**config.mk**
```make
export PLATFORM = sky130hd
export DESIGN_NAME = sha3_digest_collector
export DESIGN_NICKNAME = d
export VERILOG_FILES = /design/src/rtl/sha3_digest_collector.sv
export SDC_FILE = /design/constraint.sdc
export NUM_CORES = 1
export LEC_CHECK = 0
export ABC_AREA = 1
export BUFFER_PORTS_ARGS = -buffer_cell sky130_fd_sc_hd__buf_2
export CAP_MARGIN = 20
export CORE_UTILIZATION = 44
export DETAILED_ROUTE_END_ITERATION = 8
export MAX_ROUTING_LAYER = met4
export PLACE_DENSITY = 0.62
export SYNTH_ARGS = -nofsm -noshare
export SYNTH_HDL_FRONTEND = slang
export SYNTH_SLANG_ARGS = --single-unit
```
**constraint.sdc**
```tcl
create_clock -name ACLK -period 2.65 [get_ports ACLK]
set_input_delay 0 -clock ACLK [delete_from_list [all_inputs] [get_ports ACLK]]
set_output_delay 0 -clock ACLK [all_outputs]
set_load 0.05 [all_outputs]
```
**src/rtl/sha3_digest_collector.sv**
```systemverilog
// -----------------------------------------------------------------------------
// sha3_digest_collector
//
// Purpose:
//   Captures the leading digest words from the AXI_SHA squeeze-out stream and
//   re-emits them as a 32-bit valid/ready stream.
//   - The input is a stream of 16-bit words. in_valid is AXI_SHA Ready,
//     in_data is Mode_out and in_last is Last. The input has no backpressure.
//   - id is sampled with the first word and selects the digest length.
//   - The first N16 words of the stream are buffered. The rest of the
//     permutation state is counted and then discarded.
//   - The digest is sent as M32 words of 32 bits. Each output word packs two
//     input words, and the earlier input word sits in bits [31:16].
//
// Ports:
//   ACLK       clock; all logic is on the rising edge
//   ARESET     active-high reset; asynchronous assert
//   id         digest select: 0=224, 1=256, 2=384, 3=512
//   in_valid   input word strobe
//   in_data    input word
//   in_last    final word of the input stream
//   m_valid    output word valid
//   m_ready    downstream accept
//   m_data     output word; the first received word is most significant
//   m_last     final digest word; qualified by m_valid
//   busy       high whenever the FSM is not in IDLE
//   err_short  sticky; the stream ended before the digest was complete
//   err_ovf    sticky; a word arrived during SEND, or a stream ran past
//              STATE_WORDS words
//
// Output handshake:
//   An output word transfers on every rising edge where m_valid && m_ready.
//   While m_valid is high and m_ready is low, m_data, m_valid and m_last are
//   held stable. m_valid never depends on m_ready.
//
// Reset:
//   ARESET is expected to be released synchronously to ACLK by the reset
//   network upstream. The outputs are decoded from registers that reset
//   asynchronously, so they drop in the same cycle that ARESET asserts.
// -----------------------------------------------------------------------------
module sha3_digest_collector #(
  parameter int IN_W        = 16,
  parameter int OUT_W       = 32,
  parameter int STATE_WORDS = 100
) (
  input  logic             ACLK,
  input  logic             ARESET,
  input  logic [1:0]       id,
  input  logic             in_valid,
  input  logic [IN_W-1:0]  in_data,
  input  logic             in_last,
  output logic             m_valid,
  input  logic             m_ready,
  output logic [OUT_W-1:0] m_data,
  output logic             m_last,
  output logic             busy,
  output logic             err_short,
  output logic             err_ovf
);

  // ---------------------------------------------------------------------------
  // FSM encoding
  // ---------------------------------------------------------------------------
  localparam logic [1:0] S_IDLE    = 2'd0;
  localparam logic [1:0] S_COLLECT = 2'd1;
  localparam logic [1:0] S_DRAIN   = 2'd2;
  localparam logic [1:0] S_SEND    = 2'd3;

  // The count compared against STATE_WORDS has 8 bits. This is enough for
  // STATE_WORDS + 1 at the default of 100.
  localparam logic [7:0] STATE_WORDS_C = 8'(STATE_WORDS);

  // ---------------------------------------------------------------------------
  // Registers
  // ---------------------------------------------------------------------------
  logic [1:0]      state_q, state_d;
  logic [1:0]      id_q, id_d;
  logic [7:0]      in_cnt_q, in_cnt_d;   // number of words seen in this stream
  logic [3:0]      out_k_q, out_k_d;     // index of the current output word
  logic            err_short_q, err_ovf_q;
  logic            set_short, set_ovf;

  // Digest buffer. It is only written while collecting, and it is never read
  // before it has been written. It therefore needs no reset.
  logic [IN_W-1:0] dig_buf [32];
  logic            wr_en;
  logic [4:0]      wr_idx;

  // ---------------------------------------------------------------------------
  // Digest geometry for the latched id
  // ---------------------------------------------------------------------------
  logic [7:0] n16_m1;   // index of the last digest word on the input side
  logic [3:0] m32_m1;   // index of the last digest word on the output side

  always_comb begin
    n16_m1 = 8'd13;
    m32_m1 = 4'd6;
    case (id_q)
      2'd0: begin n16_m1 = 8'd13; m32_m1 = 4'd6;  end  // SHA3-224
      2'd1: begin n16_m1 = 8'd15; m32_m1 = 4'd7;  end  // SHA3-256
      2'd2: begin n16_m1 = 8'd23; m32_m1 = 4'd11; end  // SHA3-384
      2'd3: begin n16_m1 = 8'd31; m32_m1 = 4'd15; end  // SHA3-512
      default: begin n16_m1 = 8'd13; m32_m1 = 4'd6; end
    endcase
  end

  // ---------------------------------------------------------------------------
  // Next-state logic
  // ---------------------------------------------------------------------------
  always_comb begin
    state_d   = state_q;
    id_d      = id_q;
    in_cnt_d  = in_cnt_q;
    out_k_d   = out_k_q;
    set_short = 1'b0;
    set_ovf   = 1'b0;
    wr_en     = 1'b0;
    wr_idx    = in_cnt_q[4:0];

    case (state_q)
      S_IDLE: begin
        if (in_valid) begin
          // Word 0 opens a stream. id is only taken from this word.
          id_d     = id;
          wr_en    = 1'b1;
          wr_idx   = 5'd0;
          in_cnt_d = 8'd1;
          if (in_last) begin
            // A stream of one word cannot hold any digest.
            set_short = 1'b1;
            in_cnt_d  = 8'd0;
          end else begin
            state_d = S_COLLECT;
          end
        end
      end

      S_COLLECT: begin
        // In this state in_cnt stays below N16, which is at most 32. Its low
        // five bits therefore address the buffer directly.
        if (in_valid) begin
          wr_en    = 1'b1;
          in_cnt_d = in_cnt_q + 8'd1;
          if (in_cnt_q == n16_m1) begin
            state_d = in_last ? S_SEND : S_DRAIN;
          end else if (in_last) begin
            set_short = 1'b1;
            in_cnt_d  = 8'd0;
            state_d   = S_IDLE;
          end
        end
      end

      S_DRAIN: begin
        if (in_valid) begin
          in_cnt_d = in_cnt_q + 8'd1;
          if (in_last) begin
            state_d = S_SEND;
          end else if (in_cnt_d > STATE_WORDS_C) begin
            // The stream is longer than one permutation state and no Last was
            // seen. Flag the overrun, but still deliver what was captured.
            set_ovf = 1'b1;
            state_d = S_SEND;
          end
        end
      end

      S_SEND: begin
        // No input word can be accepted here. Any word that arrives is lost,
        // and this includes a word in the cycle of the final handshake.
        if (in_valid) begin
          set_ovf = 1'b1;
        end
        // m_valid is always high in SEND, so m_ready alone marks a handshake.
        if (m_ready) begin
          if (out_k_q == m32_m1) begin
            out_k_d  = 4'd0;
            in_cnt_d = 8'd0;
            state_d  = S_IDLE;
          end else begin
            out_k_d = out_k_q + 4'd1;
          end
        end
      end

      default: begin
        state_d = S_IDLE;
      end
    endcase
  end

  // ---------------------------------------------------------------------------
  // State registers
  // ---------------------------------------------------------------------------
  always_ff @(posedge ACLK or posedge ARESET) begin
    if (ARESET) begin
      state_q     <= S_IDLE;
      id_q        <= 2'd0;
      in_cnt_q    <= 8'd0;
      out_k_q     <= 4'd0;
      err_short_q <= 1'b0;
      err_ovf_q   <= 1'b0;
    end else begin
      state_q   <= state_d;
      id_q      <= id_d;
      in_cnt_q  <= in_cnt_d;
      out_k_q   <= out_k_d;
      if (set_short) begin
        err_short_q <= 1'b1;
      end
      if (set_ovf) begin
        err_ovf_q <= 1'b1;
      end
    end
  end

  // Buffer write port; this register file has no reset.
  always_ff @(posedge ACLK) begin
    if (wr_en) begin
      dig_buf[wr_idx] <= in_data;
    end
  end

  // ---------------------------------------------------------------------------
  // Outputs
  // ---------------------------------------------------------------------------
  // m_valid is the SEND state itself. It therefore rises in the cycle after
  // the edge that captures the final needed word, and it falls as soon as
  // reset asserts. While SEND lasts, neither out_k nor the buffer can change
  // unless a handshake happens. This keeps the output stable during a stall.
  assign m_valid   = (state_q == S_SEND);
  assign m_last    = m_valid && (out_k_q == m32_m1);
  assign m_data    = m_valid ? {dig_buf[{out_k_q, 1'b0}], dig_buf[{out_k_q, 1'b1}]}
                             : '0;
  assign busy      = (state_q != S_IDLE);
  assign err_short = err_short_q;
  assign err_ovf   = err_ovf_q;

endmodule

```
==> flow_metrics.tcl, run 1 <==
set metrics [dict create \
    status "finished with violations" \
    violations "negative setup slack" \
    die_x_um 222 \
    synth_cells 1590 \
    cts_tree "done" \
    rrSetupSlack_ns 0.28 \
    skew_ns 0.0119 \
    h-tree-depth 2 \
    clk_pin_slew_ns 0.07 \
    rows 80 \
    wirelength_um 59500 \
    p_per_area_nw_per_um2 1000 \
    cts_root_buffer "clkbuf_16" \
    gp_congestion 0.828 \
    min_period_ns 2.72 \
    finalSetupViolCount 9 \
    critPathLaunchType "flip-flop" \
    ys.flop_type "edfxtp_1" \
    synth-edff-count 512 \
    io_buffers 59 \
    antenna_found_initial 1 \
    grt_pass1_wl_um 85300 \
    crit_required_ns 2.65 \
    syn-num-nets 1616 \
    wire_per_inst_um 25.2 \
    cts_buffers 54 \
    final_util 0.532 \
    grt_overflow_total 0 \
    hold_path_class "in2reg" \
    syn2layout_area_growth_pct 19.4 \
    via_per_inst 5.97 \
    initial_utilization 0.446 \
    ys_types 35 \
    finalWorstSetupSlack_ns -0.0696 \
    dpl-instance-area_um2 22500 \
    tightest_slew_ns 0.916 \
    ys_ff_latch 530 \
    die_area_um2 49200 \
    slew_headroom 0.388 \
    firstDrtPassIters 5 \
    peakVddDrop_mv 0.672 \
    crit_type "reg2out" \
    crit_path_end_kind "output port" \
    min_to "dig_buf[29][3]$_DFFE_PP_" \
    synthesis.area_um2 21200 \
    postLayoutCellArea_um2 25400 \
    p_leak_uw 0.00827 \
    drt_iter0_markers 1589 \
    antenna_left 0 \
    clock.fmax_mhz 368 \
    cts_sinks 530 \
    nets 1733 \
    worstReg2RegEnd "id_q[0]$_DFFE_PP0P_" \
    ys_warn_count 0 \
    drc 0 \
    ys_seq_area_frac 0.745 \
    first_global_vias 13400 \
    fin_crit_sh 1.03 \
    grt_max_degree 70 \
    dp_hpwl_um 31900 \
    die_y_um 222 \
    vias 14100 \
    worstPathMaxFanout 7 \
    clockBufferDepth 3 \
    io_pins 60 \
    min_path_cells 1 \
    core_region_area_um2 47600 \
    reg2reg_depth 7 \
    synth-async-reset-ratio 0.0340 \
    maxCapViolations 0 \
    syn_avg_cell_area_um2 13.4 \
    rsz0062_at_grt "yes" \
    drv_slew 0 \
    grt_usage 0.240 \
    layout-drive-gt1-share 0.187 \
    cp.arrival_ns 2.72 \
    insertion_delay_ns 0.60 \
    r2r_start "state_q[0]$_DFFE_PP0P_" \
    hold_viol_final 0 \
    hold_start "in_data[3]" \
]
[state kept, by name (all words and copies together), names as in the netlist, named ones only]
signal	flops
dig_buf	512
out_k_q	4
state_q	1
in_cnt_q	8
err_ovf	1
id_q	2
err_short	1
[cell usage after synthesis (all sizes together), types with 6 or more instances]
master,n,area (µm²)
a21oi,33,165
buf,49,342
clkbuf,63,245
dfrtp,18,450
edfxtp,512,15400
inv,32,125
nand2,55,209
nand3,48,260
nand4,6,37.5
nor2,319,1220
o211ai,50,375
o21ai,270,1360
o221ai,78,683
o22ai,43,275
[kinds of logic after synthesis]
group | Yosys count | share of synthesized area
simple gates | 432 | 0.0824
xor+xnor | 3 | 0.00124
buf+inv | 144 | 0.0335
flops | 530 | 0.745
fa+ha+maj | 3 | 0.00177
compound gates | 478 | 0.136
[worst max-delay path, cell delays in order, from the launching register on]
cell	delay [ns]
dfrtp_4	0.55
buf_12	0.16
buf_12	0.14
buf_16	0.14
buf_12	0.14
o21ai_2	0.11
o22ai_1	0.10
o211ai_1	0.42
a21oi_2	0.15
buf_6	0.19
[layout make-up]
type / instances / area [µm²]
fill: 3920 / 22300
sequential: 530 / 15800
multi-input combinational: 916 / 5020
timing repair buffer: 172 / 1860
clock buffer: 63 / 1410
tap: 615 / 769
clock inverter: 32 / 303
inverter: 32 / 151
timing repair inverter: 1 / 8.76
antenna: 1 / 2.50
[through the flow]
step | cells | setup slack, ns | hold slack [ns] | power [µW] | TNS [ns]
after global routing | 2362 | -0.107 | 0.0267 | 26400 | -1.16
final | 2362 | -0.0696 | 0.0221 | 25400 | -0.298
after global placement | 2221 | 0.450 | 0.186 | 16400 | 0
after detailed placement | 2221 | 0.429 | 0.194 | 16500 | 0
after CTS | 2341 | 0.00106 | 0.00522 | 24600 | 0
after floorplan | 1590 | 0.147 | -0.0614 | 14200 | 0
[where the power goes]
part,switching (µW),total (µW),internal (µW)
clock,3210,7480,4270
sequential,165,9600,9440
combinational,5390,8330,2930
total,8760,25400,16600
[timing repair]
| item | in CTS | in global routing |
|---|---|---|
| resized for setup | 62 | 100 |
| cloned | 5 | 9 |
| setup endpoints to repair | 31 | 30 |
| buffers inserted | 1 | 12 |
| pin swaps | 2 | 48 |
| hold buffers | 19 | 0 |
| hold endpoints to repair | 232 | 0 |
[cell usage in the layout, fill, tap and decap left out, types with 16 or more instances in the layout]
cell           netlist  final
edfxtp_1           512    512
nor2_1             315    292
o21ai_0            212    187
buf_4               20     76
o21ai_1             55     67
o221ai_1            78     64
clkbuf_16            0     61
nand2_1             54     54
o211ai_1            50     50
nand3_1             44     43
o22ai_1             42     37
inv_1               27     27
buf_2               21     26
nor2_2               2     23
dlygate4sd3_1        0     19
a21oi_2              0     17
buf_12               0     17
a21oi_1             33     16
buf_6                6     16
[per-layer routing]
layer  GRT usage  routed length (µm)
met1       0.330               25300
met2       0.372               28000
met3      0.0318                4660
met4      0.0748                1540
met5           -                   0
[worst max-delay path by stage]
stage,startpoint,endpoint,slack (ns),cells past startpoint
after floorplan,flip-flop,dig_buf[5][0]$_DFFE_PP_,0.15,7
after global placement,out_k_q[1]$_DFFE_PP0P_,m_data[21],0.45,7
after detailed placement,out_k_q[0]$_DFFE_PP0P_,m_data[28],0.43,7
after CTS,out_k_q[1]$_DFFE_PP0P_,m_data[2],0.001,6
after global routing,out_k_q[0]$_DFFE_PP0P_,m_data[6],-0.11,10
final,out_k_q[0]$_DFFE_PP0P_,m_data[8],-0.07,9
Power figures use the tool's default switching activity.
==> run 2, diff against run 1 <==
CORE_ASPECT_RATIO = 1.75   (was unset)
==> run 2 against run 1 <==
  * The run now ends clean
  * Maximum frequency rose by 3.4%
  * Utilization fell by 1.9 points
  * Global-route usage fell by 0.13 points
  * Total power fell by 8.7%
  * Final cell count fell by 2.2%
  * Critical path depth fell by 2
  * Worst hold slack barely moved
  * Combinational power fell by 12%
  * Highest routed layer unchanged
==> flow_metrics.tcl, run 2 (same netlist as run 1, synthesis figures left out) <==
set metrics [dict create \
    status "complete, no violations" \
    layout-drive-gt1-share 0.143 \
    max_stage_delay_ns 0.56 \
    hold_start "in_data[3]" \
    drv_slew 0 \
    antenna_found_initial 0 \
    cts_tree "done" \
    min_to "dig_buf[10][3]$_DFFE_PP_" \
    maxCapViolations 0 \
    rrSetupSlack_ns 0.20 \
    critPathLaunchType "flip-flop" \
    largest_reg_flops 512 \
    gp_congestion 0.805 \
    io_pins 60 \
    grt_overflow_total 0 \
    crit_type "reg2out" \
    die_area_um2 49200 \
    fill_cells 3934 \
    tightest_slew_ns 0.864 \
    final_cell_mix "edfxtp_1 (512), nor2_1 (299), o21ai_0 (211)" \
    power_uw 23200 \
    drc 0 \
    largest_registers "dig_buf: 512 flops, in_cnt_q: 8 flops, out_k_q: 4 flops" \
    grt_usage 0.238 \
    worstReg2RegEnd "id_q[0]$_DFFE_PP0P_" \
    worstPathMaxFanout 36 \
    dp_hpwl_um 31600 \
    antenna_left 0 \
    diodes 0 \
    core_region_area_um2 47700 \
    fin_hold_ws_ns 0.0218 \
    die_x_um 168 \
    firstDrtPassIters 5 \
    rows 106 \
    p_leak_uw 0.00793 \
    initial_utilization 0.445 \
    clockBufferDepth 3 \
    rsz0062_at_grt "yes" \
    fin_crit_sh 0.992 \
    wirelength_um 56200 \
    p_per_area_nw_per_um2 946 \
    cts_buffers 45 \
    peakVddDrop_mv 0.861 \
    crit_required_ns 2.65 \
    finalSetupViolCount 0 \
    syn2layout_area_growth_pct 15.4 \
    slew_headroom 0.423 \
    wire_per_inst_um 24.3 \
    h-tree-depth 2 \
    crit_path_end_kind "output port" \
    clock.fmax_mhz 380 \
    vias 13800 \
    min_period_ns 2.63 \
    drt_iter0_markers 1226 \
    clk_pin_slew_ns 0.07 \
    die_y_um 293 \
    via_per_inst 5.99 \
    top_register "dig_buf" \
    crit_chain "inv_16 > buf_12 > o21ai_0 > o221ai_1 > nand3_1 > a21oi_1 > clkbuf_4" \
    mostFrequentLayoutCell "edfxtp_1" \
    min_path_cells 1 \
    skew_ns 0.0104 \
    cts_root_buffer "clkbuf_16" \
    hold_path_class "in2reg" \
    cts_sinks 530 \
    hold_viol_final 0 \
    grt_max_degree 96 \
    reg2reg_depth 7 \
    first_global_vias 13800 \
    cp_slowest_cell "dfrtp_4" \
    nets 1708 \
    cp.arrival_ns 2.63 \
    insertion_delay_ns 0.56 \
    grt_pass1_wl_um 84600 \
    io_buffers 59 \
]
run 2: changes by cell type in the layout (fill, tap and decap cells not counted), moves of 13 or more:
cell       change
clkbuf_16     -15
o21ai_0       +24
buf_6         -14
o221ai_2      -13
buf_4         -13
o221ai_1      +13
run 2: cell type report:
cell class	instances	area, µm²	area share
timing repair inverter	1	8.76	0.000357
tap	594	743	0.0303
clock buffer	54	1170	0.0477
timing repair buffer	156	1640	0.0670
inverter	32	151	0.00618
multi-input combinational	916	4780	0.195
sequential	530	15800	0.646
clock inverter	26	180	0.00735
run 2: repair_timing:
item,CTS,global route
gates cloned,3,2
endpoints found under the setup margin,30,27
endpoints found under the hold margin,249,0
hold buffers,19,0
resized for setup,28,16
pin swaps,1,1
buffers inserted,3,3
run 2: critical path: cells and delay by family (launching register included):
family	cells	cell delay (ns)
buf+inv	3	0.66
compound gates	3	0.62
flops	1	0.56
simple gates	1	0.19
run 2: worst max-delay path by stage:
stage | startpoint | endpoint | slack, ns | depth (start not counted)
2_1_floorplan | flip-flop | dig_buf[5][0]$_DFFE_PP_ | 0.15 | 7
3_3_place_gp | flip-flop | dig_buf[3][9]$_DFFE_PP_ | 0.35 | 7
3_5_place_dp | flip-flop | dig_buf[1][14]$_DFFE_PP_ | 0.30 | 7
4_1_cts | out_k_q[0]$_DFFE_PP0P_ | m_data[26] | 0.0006 | 6
5_1_grt | out_k_q[0]$_DFFE_PP0P_ | m_data[21] | -0.02 | 8
6_report | out_k_q[1]$_DFFE_PP0P_ | m_data[23] | 0.02 | 7
run 2: power by group:
group          internal [µW]  switching, µW
combinational           2510           4800
clock                   3340           2930
sequential              9430            176
total                  15300           7900
run 2: per-layer routing:
layer	GRT usage	part of all wire	wire length [µm]	vias up
met4	0.0836	0.030	1680	0
met3	0.0226	0.053	2960	109
met2	0.420	0.52	29400	477
met1	0.285	0.39	22100	7037
met5	-	0	0	-
li1	-	-	-	6200
run 2: metrics by stage:
stage	TNS, ns	worst slack [ns]	instance area [µm²]	utilization	std cells
after floorplan	0	0.147	21200	-	1590
after global placement	0	0.351	22600	0.474	2199
after detailed placement	0	0.305	22600	0.474	2199
after CTS	0	0.000588	24400	0.511	2304
after global routing	-0.0287	-0.0206	24500	0.513	2309
final	0	0.0208	24500	0.513	2309
==> run 3, diff against run 2 <==
RECOVER_POWER = 25   (was unset)
==> run 3 against run 2 <==
  * Via count up 0.12%
  * Sequential power about the same
  * The flow now finishes with violations (max-capacitance violations, max-slew violations)
  * Critical endpoint unchanged
  * Worst hold slack better by 0.14 ns
  * Non-clock buffer count unchanged
  * Maximum frequency down 0.14%
==> flow_metrics.tcl, run 3 (same netlist as run 1, synthesis figures left out) <==
set metrics [dict create \
    critPathLaunchType "flip-flop" \
    multi_input_comb_area_um2 4780 \
    cp.arrival_ns 2.63 \
    mostFrequentLayoutCell "edfxtp_1" \
    grt_max_degree 96 \
    rsz0062_at_grt "yes" \
    drt_iter0_markers 1225 \
    regArea_um2 15800 \
    final_cell_mix "edfxtp_1 (512), nor2_1 (299), o21ai_0 (211)" \
    swShare 0.341 \
    insertion_delay_ns 0.56 \
    worstPathMaxFanout 36 \
    peakVddDrop_mv 0.859 \
    h-tree-depth 2 \
    grt_overflow_total 0 \
    gp_congestion 0.805 \
    skew_ns 0.0104 \
    p_switching_uw 7910 \
    grt_usage 0.238 \
    maxCapViolations 8 \
    final_util 0.513 \
    slew_headroom -0.245 \
    diodes 0 \
    firstDrtPassIters 5 \
    dp_hpwl_um 31600 \
    die_area_um2 49200 \
    clk_pin_slew_ns 0.06 \
    via_per_inst 5.99 \
    dp.cells 2199 \
    violations "max-capacitance violations, max-slew violations" \
    instances_no_fill 2309 \
    first_global_vias 13800 \
    drv_slew 264 \
    pwr-share-clk 0.270 \
    grt_pass1_wl_um 84600 \
    nets 1708 \
    vias 13800 \
    cts_sinks 530 \
    clockBufferDepth 3 \
    crit_required_ns 2.65 \
    seq_power_share 0.414 \
    hold_path_class "in2async" \
    antenna_left 0 \
    cts_tree "done" \
    io_pins 60 \
    crit_type "reg2out" \
    dp_slack_ns 0.305 \
    core_region_area_um2 47700 \
    clock.fmax_mhz 380 \
    drc 0 \
    layout-drive-gt1-share 0.138 \
    finalWorstSetupSlack_ns 0.0172 \
    die_x_um 168 \
    p_per_area_nw_per_um2 947 \
    top_register "dig_buf" \
    p_int_uw 15300 \
    crit_path_end_kind "output port" \
    p_leak_uw 0.00790 \
    wirelength_um 56200 \
    pwr-share-comb 0.315 \
    cts_buffers 45 \
    min_period_ns 2.63 \
    die_y_um 293 \
    wire_per_inst_um 24.3 \
    largest_reg_flops 512 \
    finalSetupViolCount 0 \
    fill_cells 3938 \
    tightest_slew_ns 1.87 \
    status "finished with violations" \
    rows 106 \
    hold_viol_final 0 \
    initial_utilization 0.445 \
    reg2reg_depth 7 \
    antenna_found_initial 0 \
    io_buffers 59 \
    syn2layout_area_growth_pct 15.4 \
    cts_root_buffer "clkbuf_16" \
    largest_registers "dig_buf: 512 flops, in_cnt_q: 8 flops, out_k_q: 4 flops" \
    fin_crit_sh 0.994 \
]
[run 3: power by group through the flow]
stage	Combinational, µW	Sequential, µW	Clock (µW)
2_1_floorplan	4550	9680	0
6_report	7320	9610	6270
4_1_cts	7150	9610	6350
5_1_grt	7950	9630	6640
3_5_place_dp	6690	9770	0
3_3_place_gp	6590	9760	0
[run 3: final timing paths]
| path | startpoint | end | slack, ns |
|---|---|---|---|
| min reg2reg | err_ovf$_DFFE_PP0P_ | err_ovf$_DFFE_PP0P_ | 0.47 |
| max in group asynchronous | ARESET | out_k_q[0]$_DFFE_PP0P_ | 1.85 |
| min in group ACLK | in_last | err_short$_DFFE_PP0P_ | 0.35 |
| max | out_k_q[1]$_DFFE_PP0P_ | m_data[23] | 0.02 |
| min | ARESET | err_ovf$_DFFE_PP0P_ | 0.17 |
| max reg2reg | flip-flop | id_q[0]$_DFFE_PP0P_ | 0.20 |
[run 3: repair_timing]
action | CTS | global route
hold buffers | 19 | 0
endpoints found under the setup margin | 30 | 27
buffers inserted | 3 | 3
pin swaps | 1 | 1
gates resized for setup | 28 | 16
gates cloned | 3 | 2
endpoints found under the hold margin | 249 | 0
[run 3: stage by stage]
step | instance area, µm² | TNS, ns | total power (µW) | hold WS (ns)
floorplan | 21200 | 0 | 14200 | -0.0614
global route | 24500 | -0.0287 | 24200 | 0.213
detailed placement | 22600 | 0 | 16500 | 0.209
global placement | 22600 | 0 | 16400 | 0.202
finish | 24500 | 0 | 23200 | 0.165
CTS | 24400 | 0 | 23100 | 0.00396
[run 3: cell type report]
type | instances | share of cell area
well taps | 594 | 0.0303
inverters | 32 | 0.00618
clock inverters | 26 | 0.00735
repair buffers | 156 | 0.0665
clock buffers | 54 | 0.0477
repair inverters | 1 | 0.000357
multi-input cells | 916 | 0.195
flip-flops and latches | 530 | 0.646
[run 3: layer usage]
| metal | global-route usage | wire length (µm) | share of wire | vias to the layer above |
|---|---|---|---|---|
| met4 | 0.0836 | 1720 | 0.031 | 0 |
| met3 | 0.0226 | 2910 | 0.052 | 111 |
| met2 | 0.420 | 29400 | 0.52 | 480 |
| met1 | 0.285 | 22200 | 0.39 | 7049 |
| li1 | - | - | - | 6199 |
| met5 | - | 0 | 0 | - |
[run 3: worst max-delay path: stages (launching register included)]
cell,delay (ns)
dfrtp_4,0.56
inv_16,0.18
buf_12,0.21
o21ai_0,0.11
o221ai_1,0.30
nand3_1,0.19
a21oi_1,0.22
clkbuf_4,0.27
